`src/rtl/ppu_timing_frontend_pkg.sv`:
```
// Shared definitions for the PPU timing front end: parameter defaults,
// inactive pin levels and a saturating counter helper.
package ppu_timing_frontend_pkg;

  // Default geometry
  localparam int unsigned DefSyncStages  = 2;
  localparam int unsigned DefFilterCycles = 4;
  localparam int unsigned DefLineW        = 9;
  localparam int unsigned DefFrameW       = 16;
  localparam int unsigned DefHlenW        = 12;

  // Levels the pins (and their synchronisers) take while idle or in reset
  localparam logic InactiveBurstN = 1'b1;
  localparam logic InactiveCsyncN = 1'b1;
  localparam logic InactiveHblank = 1'b0;
  localparam logic InactiveVblank = 1'b0;

  // 8-bit accumulator that sticks at 255 instead of wrapping
  function automatic logic [7:0] sat_add8(input logic [7:0] acc, input logic [2:0] inc);
    logic [8:0] sum;
    sum = {1'b0, acc} + {6'b0, inc};
    return sum[8] ? 8'hFF : sum[7:0];
  endfunction

endpackage

```
`src/rtl/ppu_timing_frontend_deglitch.sv`:
```
// One timing channel: synchroniser chain, consecutive-cycle deglitch filter,
// registered edge pulses and a glitch strobe for rejected pulses.
module ppu_deglitch #(
  parameter int unsigned SYNC_STAGES   = 2,
  parameter int unsigned FILTER_CYCLES = 4,
  parameter logic        RESET_LEVEL   = 1'b0
) (
  input  logic clock,
  input  logic reset,
  input  logic raw,
  output logic level,
  output logic rise,
  output logic fall,
  output logic strobe
);

  localparam int unsigned CntW = (FILTER_CYCLES > 1) ? $clog2(FILTER_CYCLES) : 1;
  localparam logic [CntW-1:0] CntMax = CntW'(FILTER_CYCLES - 1);

  logic [SYNC_STAGES-1:0] sync_q;
  logic                   synced;
  logic [CntW-1:0]        cnt_q, cnt_d;
  logic                   level_q, level_d;
  logic                   rise_q, fall_q;

  assign synced = sync_q[SYNC_STAGES-1];

  // Synchroniser chain, reset to the channel's inactive level
  always_ff @(posedge clock or negedge reset) begin
    if (!reset) begin
      sync_q <= {SYNC_STAGES{RESET_LEVEL}};
    end else begin
      sync_q <= {sync_q[SYNC_STAGES-2:0], raw};
    end
  end

  // Level follows only after the synced value has differed for FILTER_CYCLES cycles
  always_comb begin
    level_d = level_q;
    cnt_d   = '0;
    if (synced != level_q) begin
      if (cnt_q == CntMax) begin
        level_d = synced;
      end else begin
        cnt_d = cnt_q + CntW'(1);
      end
    end
  end

  // Filter state and edge pulses aligned with the first cycle of the new level
  always_ff @(posedge clock or negedge reset) begin
    if (!reset) begin
      level_q <= RESET_LEVEL;
      cnt_q   <= '0;
      rise_q  <= 1'b0;
      fall_q  <= 1'b0;
    end else begin
      level_q <= level_d;
      cnt_q   <= cnt_d;
      rise_q  <= level_d & ~level_q;
      fall_q  <= ~level_d & level_q;
    end
  end

  // A partially counted excursion that returns to the level is a rejected glitch
  assign strobe = (synced == level_q) && (cnt_q != '0);
  assign level  = level_q;
  assign rise   = rise_q;
  assign fall   = fall_q;

endmodule

```
`src/rtl/ppu_timing_frontend.sv`:
```
// PPU video-timing front end: cleans the four raw timing pins and derives
// edge pulses, line/frame counts and line-length measurements.
module ppu_timing_frontend
  import ppu_timing_frontend_pkg::*;
#(
  parameter int unsigned SYNC_STAGES   = DefSyncStages,
  parameter int unsigned FILTER_CYCLES = DefFilterCycles,
  parameter int unsigned LINE_W        = DefLineW,
  parameter int unsigned FRAME_W       = DefFrameW,
  parameter int unsigned HLEN_W        = DefHlenW
) (
  input  logic               clock,
  input  logic               reset,
  input  logic               burst_n_raw,
  input  logic               csync_n_raw,
  input  logic               hblank_raw,
  input  logic               vblank_raw,
  output logic               burst_n,
  output logic               csync_n,
  output logic               hblank,
  output logic               vblank,
  output logic               hblank_rise_o,
  output logic               vblank_rise_o,
  output logic               vblank_fall_o,
  output logic [LINE_W-1:0]  line_o,
  output logic [FRAME_W-1:0] frame_o,
  output logic [LINE_W-1:0]  lines_per_frame_o,
  output logic [HLEN_W-1:0]  line_len_o,
  output logic               line_len_valid_o,
  output logic [7:0]         glitch_count_o
);

  localparam logic [LINE_W-1:0] LineMax = '1;
  localparam logic [HLEN_W-1:0] HlenMax = '1;

  logic burst_rise, burst_fall, burst_strobe;
  logic csync_rise, csync_fall, csync_strobe;
  logic hblank_fall, hblank_strobe;
  logic vblank_strobe;
  logic unused_edges;

  ppu_deglitch #(
    .SYNC_STAGES   (SYNC_STAGES),
    .FILTER_CYCLES (FILTER_CYCLES),
    .RESET_LEVEL   (InactiveBurstN)
  ) u_burst (
    .clock  (clock),
    .reset  (reset),
    .raw    (burst_n_raw),
    .level  (burst_n),
    .rise   (burst_rise),
    .fall   (burst_fall),
    .strobe (burst_strobe)
  );

  ppu_deglitch #(
    .SYNC_STAGES   (SYNC_STAGES),
    .FILTER_CYCLES (FILTER_CYCLES),
    .RESET_LEVEL   (InactiveCsyncN)
  ) u_csync (
    .clock  (clock),
    .reset  (reset),
    .raw    (csync_n_raw),
    .level  (csync_n),
    .rise   (csync_rise),
    .fall   (csync_fall),
    .strobe (csync_strobe)
  );

  ppu_deglitch #(
    .SYNC_STAGES   (SYNC_STAGES),
    .FILTER_CYCLES (FILTER_CYCLES),
    .RESET_LEVEL   (InactiveHblank)
  ) u_hblank (
    .clock  (clock),
    .reset  (reset),
    .raw    (hblank_raw),
    .level  (hblank),
    .rise   (hblank_rise_o),
    .fall   (hblank_fall),
    .strobe (hblank_strobe)
  );

  ppu_deglitch #(
    .SYNC_STAGES   (SYNC_STAGES),
    .FILTER_CYCLES (FILTER_CYCLES),
    .RESET_LEVEL   (InactiveVblank)
  ) u_vblank (
    .clock  (clock),
    .reset  (reset),
    .raw    (vblank_raw),
    .level  (vblank),
    .rise   (vblank_rise_o),
    .fall   (vblank_fall_o),
    .strobe (vblank_strobe)
  );

  // Burst and csync carry no edge pulses; hblank fall is not consumed either
  assign unused_edges = ^{burst_rise, burst_fall, csync_rise, csync_fall, hblank_fall};

  logic [LINE_W-1:0]  line_q, lpf_q;
  logic [FRAME_W-1:0] frame_q;
  logic [HLEN_W-1:0]  hcnt_q, len_q;
  logic               seen_rise_q, valid_q;
  logic [7:0]         glitch_q;
  logic [2:0]         strobe_sum;

  assign strobe_sum = 3'(burst_strobe) + 3'(csync_strobe) + 3'(hblank_strobe)
                    + 3'(vblank_strobe);

  // Line and frame counters; a frame end takes priority over a coincident hblank rise
  always_ff @(posedge clock or negedge reset) begin
    if (!reset) begin
      line_q  <= '0;
      lpf_q   <= '0;
      frame_q <= '0;
    end else if (vblank_fall_o) begin
      lpf_q   <= line_q;
      line_q  <= '0;
      frame_q <= frame_q + FRAME_W'(1);
    end else if (hblank_rise_o && (line_q != LineMax)) begin
      line_q <= line_q + LINE_W'(1);
    end
  end

  // Line length: clocks between successive hblank rises, saturating on overflow
  always_ff @(posedge clock or negedge reset) begin
    if (!reset) begin
      hcnt_q      <= '0;
      len_q       <= '0;
      seen_rise_q <= 1'b0;
      valid_q     <= 1'b0;
    end else if (hblank_rise_o) begin
      len_q       <= hcnt_q;
      hcnt_q      <= HLEN_W'(1);
      seen_rise_q <= 1'b1;
      // The first rise after reset only starts the measurement
      if (seen_rise_q) begin
        valid_q <= 1'b1;
      end
    end else if (hcnt_q != HlenMax) begin
      hcnt_q <= hcnt_q + HLEN_W'(1);
    end
  end

  // Rejected pulses across all channels, saturating at 255
  always_ff @(posedge clock or negedge reset) begin
    if (!reset) begin
      glitch_q <= '0;
    end else begin
      glitch_q <= sat_add8(glitch_q, strobe_sum);
    end
  end

  assign line_o            = line_q;
  assign frame_o           = frame_q;
  assign lines_per_frame_o = lpf_q;
  assign line_len_o        = len_q;
  assign line_len_valid_o  = valid_q;
  assign glitch_count_o    = glitch_q;

endmodule

```
`config.mk`:
```
export PLATFORM = sky130hd
export DESIGN_NAME = ppu_timing_frontend
export DESIGN_NICKNAME = d
export VERILOG_FILES = /design/src/rtl/ppu_timing_frontend_pkg.sv /design/src/rtl/ppu_timing_frontend_deglitch.sv /design/src/rtl/ppu_timing_frontend.sv
export SDC_FILE = /design/constraint.sdc
export NUM_CORES = 1
export LEC_CHECK = 0
export CAP_MARGIN = 10
export CORE_AREA = 2 2 92 94
export CTS_BUF_LIST = sky130_fd_sc_hd__clkbuf_16
export DETAILED_ROUTE_END_ITERATION = 10
export DIE_AREA = 0 0 94 96
export DONT_BUFFER_PORTS = 1
export PLACE_DENSITY = 0.76
export SLEW_MARGIN = 20
export SYNTH_ARGS = -nofsm -noshare
export SYNTH_HDL_FRONTEND = slang
export SYNTH_SLANG_ARGS = --single-unit
export TNS_END_PERCENT = 10
```
`constraint.sdc`:
```
create_clock -name clock -period 3.34 [get_ports clock]
set_clock_uncertainty 0.15 [all_clocks]
set_input_delay 0.334 -clock clock [delete_from_list [all_inputs] [get_ports clock]]
set_output_delay 0.334 -clock clock [all_outputs]
set_load 0.1 [all_outputs]
```
==> impl_metrics.json, run 1 <==
{
  "fillCellCount": 674,
  "rsz0062_at_grt": "false",
  "grt_start_max_net_pins": 92,
  "cts_tree": "built",
  "cts-root-buf": "clkbuf_16",
  "arrival_ns": 3.09,
  "cp.buffers_inverters": 1,
  "dieWidth_um": 94,
  "synth_seq_cells": 91,
  "clk_latency_ns": 0.33,
  "clkTransAtPathRegs_ns": 0.06,
  "synth_xor_area_frac": 0.06434,
  "p_leak_uw": 0.002268,
  "synth_common_cells": "dfrtp_1, mux2_2, nor2_1, nand2_1, xnor2_1",
  "clockBufferDepth": 2,
  "chipHeight_um": 96,
  "synth_compound_area_frac": 0.03170,
  "fin_crit_sh": 0.8936,
  "grt_usage": 0.1647,
  "gp_congestion": 0.7688,
  "slowest_delay_ns": 0.54,
  "gr-total-overflow": 0,
  "rows": 33,
  "synth_mux_area_frac": 0.08716,
  "worst_hold_slack_ns": 0.1972,
  "period_needed_ns": 2.985,
  "dieArea_um2": 9024,
  "synth_most_common_cell": "dfrtp_1",
  "timing.final.ws_setup_ns": 0.3552,
  "ir_drop_v": 0.0006963,
  "fmax_mhz": 335.0,
  "cp.required_ns": 3.45,
  "drt_iter0_drc": 106,
  "clock_power_share": 0.232,
  "avgSynthCellArea_um2": 12.45,
  "drive_above_1_share": 0.2582,
  "hold_class": "register to register",
  "antenna_found_initial": 0,
  "core_area_um2": 8051,
  "ys.flop_type": "dfrtp_1",
  "p_per_area_nw_per_um2": 962.2,
  "syn_area_um2": 3948,
  "multi_input_area_um2": 1575,
  "nNetsFinal": 385,
  "syn_to_final_growth_pct": 19.14,
  "finalSetupViolCount": 0,
  "fin_util": 0.5841,
  "grt_pass1_vias": 2520,
  "crit_chain": "xnor2_1, nand2b_1, fa_1, fa_1, inv_1, fa_1, nand2_1, nor2_1, nand3_1, nand2_1",
  "cts_resized": 0,
  "comb_power_share": 0.346,
  "vias": 2461,
  "dr.pass1.iters": 4,
  "synth.distinct_cells": 46,
  "hold_violations": 0,
  "detail-route-antenna-nets": 0,
  "synth-simple-area-share": 0.1594,
  "max_cap_viol_count": 0,
  "worstMarginPinSlew_ns": 0.9801,
  "yosys-top-cells-area": "dfrtp_1, mux2_2, ha_1",
  "slowest_stage": "dfstp_2",
  "synth_edf_count": 0,
  "rrSetupSlack_ns": 0.36,
  "drc": 0,
  "dp.cells": 451,
  "wl_um": 7032,
  "cts_max_level": 3,
  "endpoint_kind": "register",
  "finalSetupTns_ns": 0,
  "cts_setup_buffers": 0,
  "yosysSeqAreaShare": 0.5788,
  "start_util": 0.4903,
  "syn_nets": 339,
  "synth_area_leader_cell": "dfrtp_1",
  "finalMaxSlewViolations": 0,
  "viasPerCell": 5.203,
  "num_io_pins": 68,
  "port_buffers": 0,
  "synthDominantCellAreaShare": 0.5388,
  "grt_pass1_wl_um": 11740,
  "path_delay_family": "adder cells",
  "worst-setup-path-type": "register to register",
  "detailedPlace.worstSlack_ns": 0.3405,
  "startpoint_type": "register",
  "outcome": "completed",
  "ys_async_sr_fraction": 1.000,
  "yosys_warnings": 0,
  "seq_power_share": 0.421,
  "wl_per_cell_um": 14.87,
  "n_antenna_cell": 0,
  "synthCells": 317,
  "synthAdderAreaFrac": 0.05642,
  "swShare": 0.4589,
  "synth_top_family_by_area": "simple AND/OR/NAND/NOR gates",
  "relSlewSlack": 0.3466,
  "cp_common_cell": "fa_1",
  "dpl.hpwl_um": 4746,
  "power_switching_uw": 2077,
  "clock-sinks": 91,
  "final-seq-area_um2": 2287,
  "stdcell_count": 473,
  "path_max_fanout": 6,
  "cts_made_buffers": 9,
  "internal-power_uw": 2449
}
## routing by layer
layer  vias to the layer above  wire length [um]  global-route usage
li1                       1173                 -                   -
met1                      1212              2999              0.2013
met2                        70              3522              0.2708
met3                         6               449             0.04933
met4                         0                61             0.07367
met5                         -                 0                   0
## registers in the layout, indices dropped and copies added (netlist names), 2 cells and up
register,cells
u_burst.sync_q,2
lines_per_frame_o,9
u_vblank.sync_q,2
u_csync.sync_q,2
line_o,9
u_hblank.cnt_q,2
u_csync.cnt_q,2
glitch_count_o,8
u_burst.cnt_q,2
frame_o,16
hcnt_q,12
line_len_o,12
u_vblank.cnt_q,2
u_hblank.sync_q,2
## worst paths after layout
check / from / end / cells after the start
setup reg to reg: u_burst.level / glitch_count_o[5] / 10
hold reg to reg: u_vblank.sync_q[0] / u_vblank.sync_q[1] / 0
setup / recovery: u_burst.level / glitch_count_o[5] / 10
max in group asynchronous: reset / u_csync.sync_q[1] / 2
min in group asynchronous: reset / frame_o[14] / 2
hold / removal: u_vblank.sync_q[0] / u_vblank.sync_q[1] / 0
## what timing repair did
item	4_1_cts	5_1_grt
hold endpoints to repair	95	0
hold buffers	6	0
endpoints found under the setup margin	0	0
## cells by family after synthesis
group / count (synthesis)
simple gates: 109
fa+ha+maj: 16
buf+inv: 20
xor+xnor: 29
flops: 91
compound gates: 21
mux: 31
## worst reg2reg max path: stages, from the launching register on
cell      delay (ns)
dfstp_2         0.54
xnor2_1         0.16
nand2b_1        0.11
fa_1            0.49
fa_1            0.46
inv_1           0.08
fa_1            0.23
nand2_1         0.09
nor2_1          0.19
nand3_1         0.21
nand2_1         0.18
## power by group through the flow
stage / registers [uW] / clock network, uW / logic, uW
floorplan: 2570 / 0 / 569
global placement: 1910 / 0 / 1500
detailed placement: 1930 / 0 / 1550
CTS: 1910 / 1080 / 1590
global route: 1940 / 1130 / 1710
finish: 1910 / 1050 / 1570
## final cells by class
type	count	share of cell area
Clock inverter	7	0.01862
Inverter	13	0.01038
Multi-Input combinational cell	206	0.3349
Tap cell	105	0.02793
Timing Repair Buffer	42	0.07396
Clock buffer	9	0.04789
Sequential cell	91	0.4863
## cells in the final DEF, fill, tap and decap left out, drive strengths merged, types with 7 or more instances in the layout
| cell | count |
|---|---|
| ha | 13 |
| nand3 | 10 |
| dfrtp | 85 |
| xor2 | 14 |
| a21oi | 8 |
| xnor2 | 15 |
| nand2 | 21 |
| nor3 | 12 |
| buf | 37 |
| clkbuf | 9 |
| nand2b | 8 |
| inv | 15 |
| nand4 | 7 |
| mux2 | 27 |
| nor2 | 23 |
## through the flow
step	cell area [um^2]	total power, uW
2_1_floorplan	3948	3141
3_3_place_gp	4313	3418
3_5_place_dp	4313	3481
4_1_cts	4703	4574
5_1_grt	4703	4780
6_report	4703	4525
Power figures use the tool's default switching activity.
==> run 2: changes to the inputs <==
--- a/config.mk
+++ b/config.mk
@@ -6,10 +6,10 @@
 export NUM_CORES = 1
 export LEC_CHECK = 0
 export CAP_MARGIN = 10
-export CORE_AREA = 2 2 92 94
+export CORE_AREA = 2 2 66 131
 export CTS_BUF_LIST = sky130_fd_sc_hd__clkbuf_16
 export DETAILED_ROUTE_END_ITERATION = 10
-export DIE_AREA = 0 0 94 96
+export DIE_AREA = 0 0 68 133
 export DONT_BUFFER_PORTS = 1
 export PLACE_DENSITY = 0.76
 export SLEW_MARGIN = 20
==> run 2 against run 1 <==
Compared with the run above: cell area down 1.3%; critical path depth unchanged; clock power down 10%; register-to-register slack worse by 0.03 ns; worst hold slack about the same; global-route usage up 1.9 points; first-iteration DRC count up 37%; highest routed layer unchanged.
==> impl_metrics.json, run 2 (synthesis results as in run 1) <==
{
  "slowest_stage": "dfstp_2",
  "clock-sinks": 91,
  "cts_made_buffers": 9,
  "grt_pass1_wl_um": 12560,
  "syn_to_final_growth_pct": 17.65,
  "fmax_mhz": 331.7,
  "rsz0062_at_grt": "false",
  "num_io_pins": 68,
  "grt_pass1_vias": 2729,
  "gp_congestion": 0.8207,
  "p_per_area_nw_per_um2": 957.4,
  "n_antenna_cell": 0,
  "cp.required_ns": 3.45,
  "seq_power_share": 0.431,
  "dr.pass1.iters": 4,
  "arrival_ns": 3.12,
  "holdCritStartpoint": "u_hblank.sync_q[0]",
  "finalSetupTns_ns": 0,
  "reg2regPathDepth": 10,
  "port_buffers": 0,
  "period_needed_ns": 3.015,
  "largest_reg_flops": 16,
  "p_leak_uw": 0.002247,
  "hold-path-cell-count": 0,
  "drc": 0,
  "swShare": 0.4674,
  "r2r_end": "glitch_count_o[1]",
  "worst-setup-path-type": "register to register",
  "hold-path-endpoint": "u_hblank.sync_q[1]",
  "final_common_cell": "dfrtp_1",
  "dp.cells": 442,
  "cts_setup_buffers": 0,
  "clk_latency_ns": 0.34,
  "fin_util": 0.5723,
  "drt_iter0_drc": 145,
  "endpoint_kind": "register",
  "slowest_delay_ns": 0.54,
  "postPlaceCellArea_um2": 4289,
  "internal-power_uw": 2368,
  "cp_common_cell": "fa_1",
  "max_cap_viol_count": 0,
  "antenna_found_initial": 0,
  "hold_violations": 0,
  "fin_crit_sh": 0.9026,
  "cts_max_level": 3,
  "rrSetupSlack_ns": 0.33,
  "drive_above_1_share": 0.2459,
  "mostFrequentLayoutCells": "dfrtp_1, buf_4, mux2_2",
  "grt_start_max_net_pins": 92,
  "use_met3": 0.07228,
  "clockBufferDepth": 2,
  "outcome": "completed",
  "postCtsHoldBufs": 6,
  "wl_um": 7321,
  "finalSetupViolCount": 0,
  "wl_per_cell_um": 15.78,
  "multi_input_area_um2": 1575,
  "nNetsFinal": 383,
  "fillCellCount": 675,
  "gr-total-overflow": 0,
  "cts_tree": "built",
  "start_util": 0.4864,
  "hold_class": "register to register",
  "detail-route-antenna-nets": 0,
  "vias": 2519,
  "comb_power_share": 0.356,
  "dieWidth_um": 68,
  "r2r_start": "u_burst.level",
  "path_max_fanout": 6,
  "met1_usage": 0.2097,
  "ir_drop_v": 0.0007819,
  "dieArea_um2": 9044,
  "dpl.hpwl_um": 5148,
  "worstMarginPinSlew_ns": 1.027,
  "cts-root-buf": "clkbuf_16",
  "finalInstanceArea_um2": 4644,
  "chipHeight_um": 133,
  "crit_chain": "xnor2_1, nand2b_1, fa_1, fa_1, inv_1, fa_1, nand2_1, nor2_1, nand3_1, nand2b_1",
  "worst_hold_slack_ns": 0.1967,
  "startpoint_type": "register",
  "grt_usage": 0.1832,
  "cts_resized": 0,
  "viasPerCell": 5.429,
  "power_switching_uw": 2078,
  "use_met2": 0.2956,
  "core_area_um2": 8115,
  "clkTransAtPathRegs_ns": 0.06,
  "finalMaxSlewViolations": 0,
  "final-seq-area_um2": 2287,
  "clock_power_share": 0.212,
  "rows": 47,
  "grt.busiest_layer": "met2",
  "relSlewSlack": 0.3153,
  "stdcell_count": 464
}
==> run 2: per-stage QoR <==
stage	setup WS, ns	total power [uW]
after floorplan	0.07335	3141
after CTS	0.3164	4499
after detailed placement	0.3695	3504
after global placement	0.4932	3413
final	0.3253	4447
after global routing	0.09383	4714
==> run 2: worst max-delay path by stage <==
stage | depth (start not counted) | startpoint | endpoint
global route | 10 | u_burst.level | glitch_count_o[1]
finish | 10 | u_burst.level | glitch_count_o[1]
detailed placement | 10 | u_burst.level | glitch_count_o[1]
global placement | 10 | u_burst.level | glitch_count_o[1]
floorplan | 10 | u_hblank.level | glitch_count_o[1]
CTS | 10 | u_burst.level | glitch_count_o[1]
==> run 2: area by class of cell <==
class / instances / share of cell area
repair buffers: 40 / 0.07166
clock buffers: 9 / 0.04849
flip-flops and latches: 91 / 0.4925
well taps: 98 / 0.02640
clock inverters: 7 / 0.01131
inverters: 13 / 0.01051
multi-input cells: 206 / 0.3392
==> run 2: routing by layer <==
metal	part of all wire	vias up
li1	-	1176
met1	0.38	1251
met2	0.53	82
met3	0.076	10
met4	0.014	0
met5	0	-
==> run 2: critical path, delay by kind of cell (launching register included) <==
family / cells / cell delay, ns
AND/OR/NAND/NOR: 5 / 0.82
XOR/XNOR: 1 / 0.16
buffers and inverters: 1 / 0.09
flip-flops: 1 / 0.54
adder cells (fa/ha/maj): 3 / 1.18
==> run 2: power groups by stage <==
stage / Combinational [uW] / Sequential (uW) / Clock (uW)
6_report: 1580 / 1920 / 944
5_1_grt: 1740 / 1960 / 1020
4_1_cts: 1600 / 1920 / 972
3_5_place_dp: 1560 / 1940 / 0
3_3_place_gp: 1490 / 1920 / 0
2_1_floorplan: 569 / 2570 / 0
==> run 3: changes to the inputs <==
--- a/config.mk
+++ b/config.mk
@@ -6,12 +6,13 @@
 export NUM_CORES = 1
 export LEC_CHECK = 0
 export CAP_MARGIN = 10
-export CORE_AREA = 2 2 66 131
+export CORE_AREA = 2 2 85 168
 export CTS_BUF_LIST = sky130_fd_sc_hd__clkbuf_16
 export DETAILED_ROUTE_END_ITERATION = 10
-export DIE_AREA = 0 0 68 133
+export DIE_AREA = 0 0 87 170
 export DONT_BUFFER_PORTS = 1
-export PLACE_DENSITY = 0.76
+export MAX_ROUTING_LAYER = met4
+export PLACE_DENSITY = 0.55
 export SLEW_MARGIN = 20
 export SYNTH_ARGS = -nofsm -noshare
 export SYNTH_HDL_FRONTEND = slang
==> run 3 against run 2 <==
Compared with the run above: critical endpoint unchanged; sequential share of layout area decreased by 0.82 points; first-iteration DRC count decreased by 56%; flip-flop and latch count unchanged; die area increased by 64%; via count decreased by 0.52%; cell count increased by 13%; critical path depth unchanged; total power decreased by 1.0%; combinational power about the same; highest routed layer unchanged.
==> impl_metrics.json, run 3 (synthesis results as in run 1) <==
{
  "finalSetupViolCount": 0,
  "finalInstanceArea_um2": 4723,
  "dieArea_um2": 14790,
  "holdCritStartpoint": "u_hblank.sync_q[0]",
  "wl_per_cell_um": 14.43,
  "chipHeight_um": 170,
  "p_per_area_nw_per_um2": 931.9,
  "outcome": "completed",
  "wl_um": 7533,
  "cts_max_level": 3,
  "rows": 60,
  "start_util": 0.2938,
  "core_area_um2": 13440,
  "slowest_delay_ns": 0.54,
  "clkTransAtPathRegs_ns": 0.07,
  "gp_congestion": 0.7773,
  "p_leak_uw": 0.002237,
  "hold_violations": 0,
  "largest_reg_flops": 16,
  "mostFrequentLayoutCells": "dfrtp_1, buf_4, mux2_2",
  "clock-sinks": 91,
  "max_cap_viol_count": 0,
  "antenna_found_initial": 0,
  "postPlaceCellArea_um2": 4368,
  "dpl.hpwl_um": 5184,
  "grt_pass1_vias": 2669,
  "fin_crit_sh": 0.8962,
  "worst-setup-path-type": "register to register",
  "dr.pass1.iters": 4,
  "clockBufferDepth": 2,
  "worstMarginPinSlew_ns": 0.9884,
  "cts_made_buffers": 9,
  "rsz0062_at_grt": "false",
  "dp.cells": 500,
  "finalMaxSlewViolations": 0,
  "arrival_ns": 3.11,
  "fillCellCount": 1297,
  "hold-path-cell-count": 0,
  "startpoint_type": "register",
  "cp.required_ns": 3.45,
  "relSlewSlack": 0.3411,
  "gr-total-overflow": 0,
  "drc": 0,
  "finalSetupTns_ns": 0,
  "cts_tree": "built",
  "n_antenna_cell": 0,
  "stdcell_count": 522,
  "grt_pass1_wl_um": 13030,
  "ir_drop_v": 0.0005810,
  "hold_class": "register to register",
  "cp_common_cell": "fa_1",
  "hold-path-endpoint": "u_hblank.sync_q[1]",
  "final-seq-area_um2": 2287,
  "fin_util": 0.3515,
  "grt_usage": 0.1151,
  "slowest_stage": "dfstp_2",
  "detail-route-antenna-nets": 0,
  "rrSetupSlack_ns": 0.35,
  "drive_above_1_share": 0.2616,
  "final_common_cell": "dfrtp_1",
  "syn_to_final_growth_pct": 19.65,
  "drt_iter0_drc": 64,
  "r2r_start": "u_burst.level",
  "nNetsFinal": 384,
  "r2r_end": "glitch_count_o[1]",
  "viasPerCell": 4.801,
  "path_max_fanout": 6,
  "port_buffers": 0,
  "crit_chain": "xnor2_1, nand2b_1, fa_1, fa_1, inv_1, fa_1, nand2_1, nor2_1, nand3_1, nand2b_1",
  "vias": 2506,
  "period_needed_ns": 2.993,
  "clk_latency_ns": 0.33,
  "reg2regPathDepth": 10,
  "path_delay_family": "adder cells",
  "dieWidth_um": 87,
  "grt_start_max_net_pins": 92,
  "num_io_pins": 68,
  "endpoint_kind": "register",
  "cts_setup_buffers": 0,
  "cp.buffers_inverters": 1,
  "multi_input_area_um2": 1575,
  "worst_hold_slack_ns": 0.1975,
  "cp.depth": 10,
  "cts-root-buf": "clkbuf_16",
  "fmax_mhz": 334.1
}
-- run 3: cell types whose count changed in the layout (fill, tap and decap cells not counted), sizes merged --
| cell | before | now |
|---|---|---|
| clkinvlp | 0 | 3 |
| clkinv | 3 | 1 |
| buf | 35 | 36 |
| bufinv | 1 | 0 |
-- run 3: cell type report --
type / instances / share of cell area
Sequential cell: 91 / 0.4842
Tap cell: 155 / 0.04106
Timing Repair Buffer: 41 / 0.07205
Clock buffer: 9 / 0.04768
Clock inverter: 7 / 0.01113
Inverter: 13 / 0.01033
Multi-Input combinational cell: 206 / 0.3335
-- run 3: worst register-to-register path: cells and delay by family (launching register included) --
kind / cells / cell delay (ns)
fa+ha+maj: 3 / 1.18
buf+inv: 1 / 0.08
xor+xnor: 1 / 0.16
flops: 1 / 0.54
simple gates: 5 / 0.83
-- run 3: layer usage --
layer | global-route usage | vias to the layer above | wire length, um
met5 | - | - | 0
met4 | 0.05435 | 0 | 97
met3 | 0.03055 | 9 | 335
met2 | 0.1952 | 50 | 4135
met1 | 0.1221 | 1265 | 2964
li1 | - | 1182 | -
-- run 3: worst max path at each step --
stage	start	end	slack, ns
5_1_grt	u_burst.level	glitch_count_o[1]	0.16
3_3_place_gp	u_burst.level	glitch_count_o[1]	0.40
6_report	u_burst.level	glitch_count_o[1]	0.35
2_1_floorplan	u_hblank.level	glitch_count_o[1]	0.07
4_1_cts	u_burst.level	glitch_count_o[1]	0.30
3_5_place_dp	u_burst.sync_q[1]	glitch_count_o[1]	0.30
-- run 3: where the power goes --
part	internal, uW	total (uW)	switching [uW]
registers	1340	1890	554
logic	459	1570	1110
clock network	508	940	432
total	2310	4400	2090
-- run 3: stage by stage --
step | setup slack, ns | power (uW)
floorplan | 0.07335 | 3141
global placement | 0.3995 | 3445
detailed placement | 0.2980 | 3479
CTS | 0.2974 | 4489
global route | 0.1550 | 4697
finish | 0.3468 | 4402
-- run 3: timing repair --
action / 4_1_cts / 5_1_grt
gates resized for setup: 0 / 0
endpoints found under the hold margin: 95 / 0
endpoints found under the setup margin: 0 / 0
hold buffers: 6 / 0
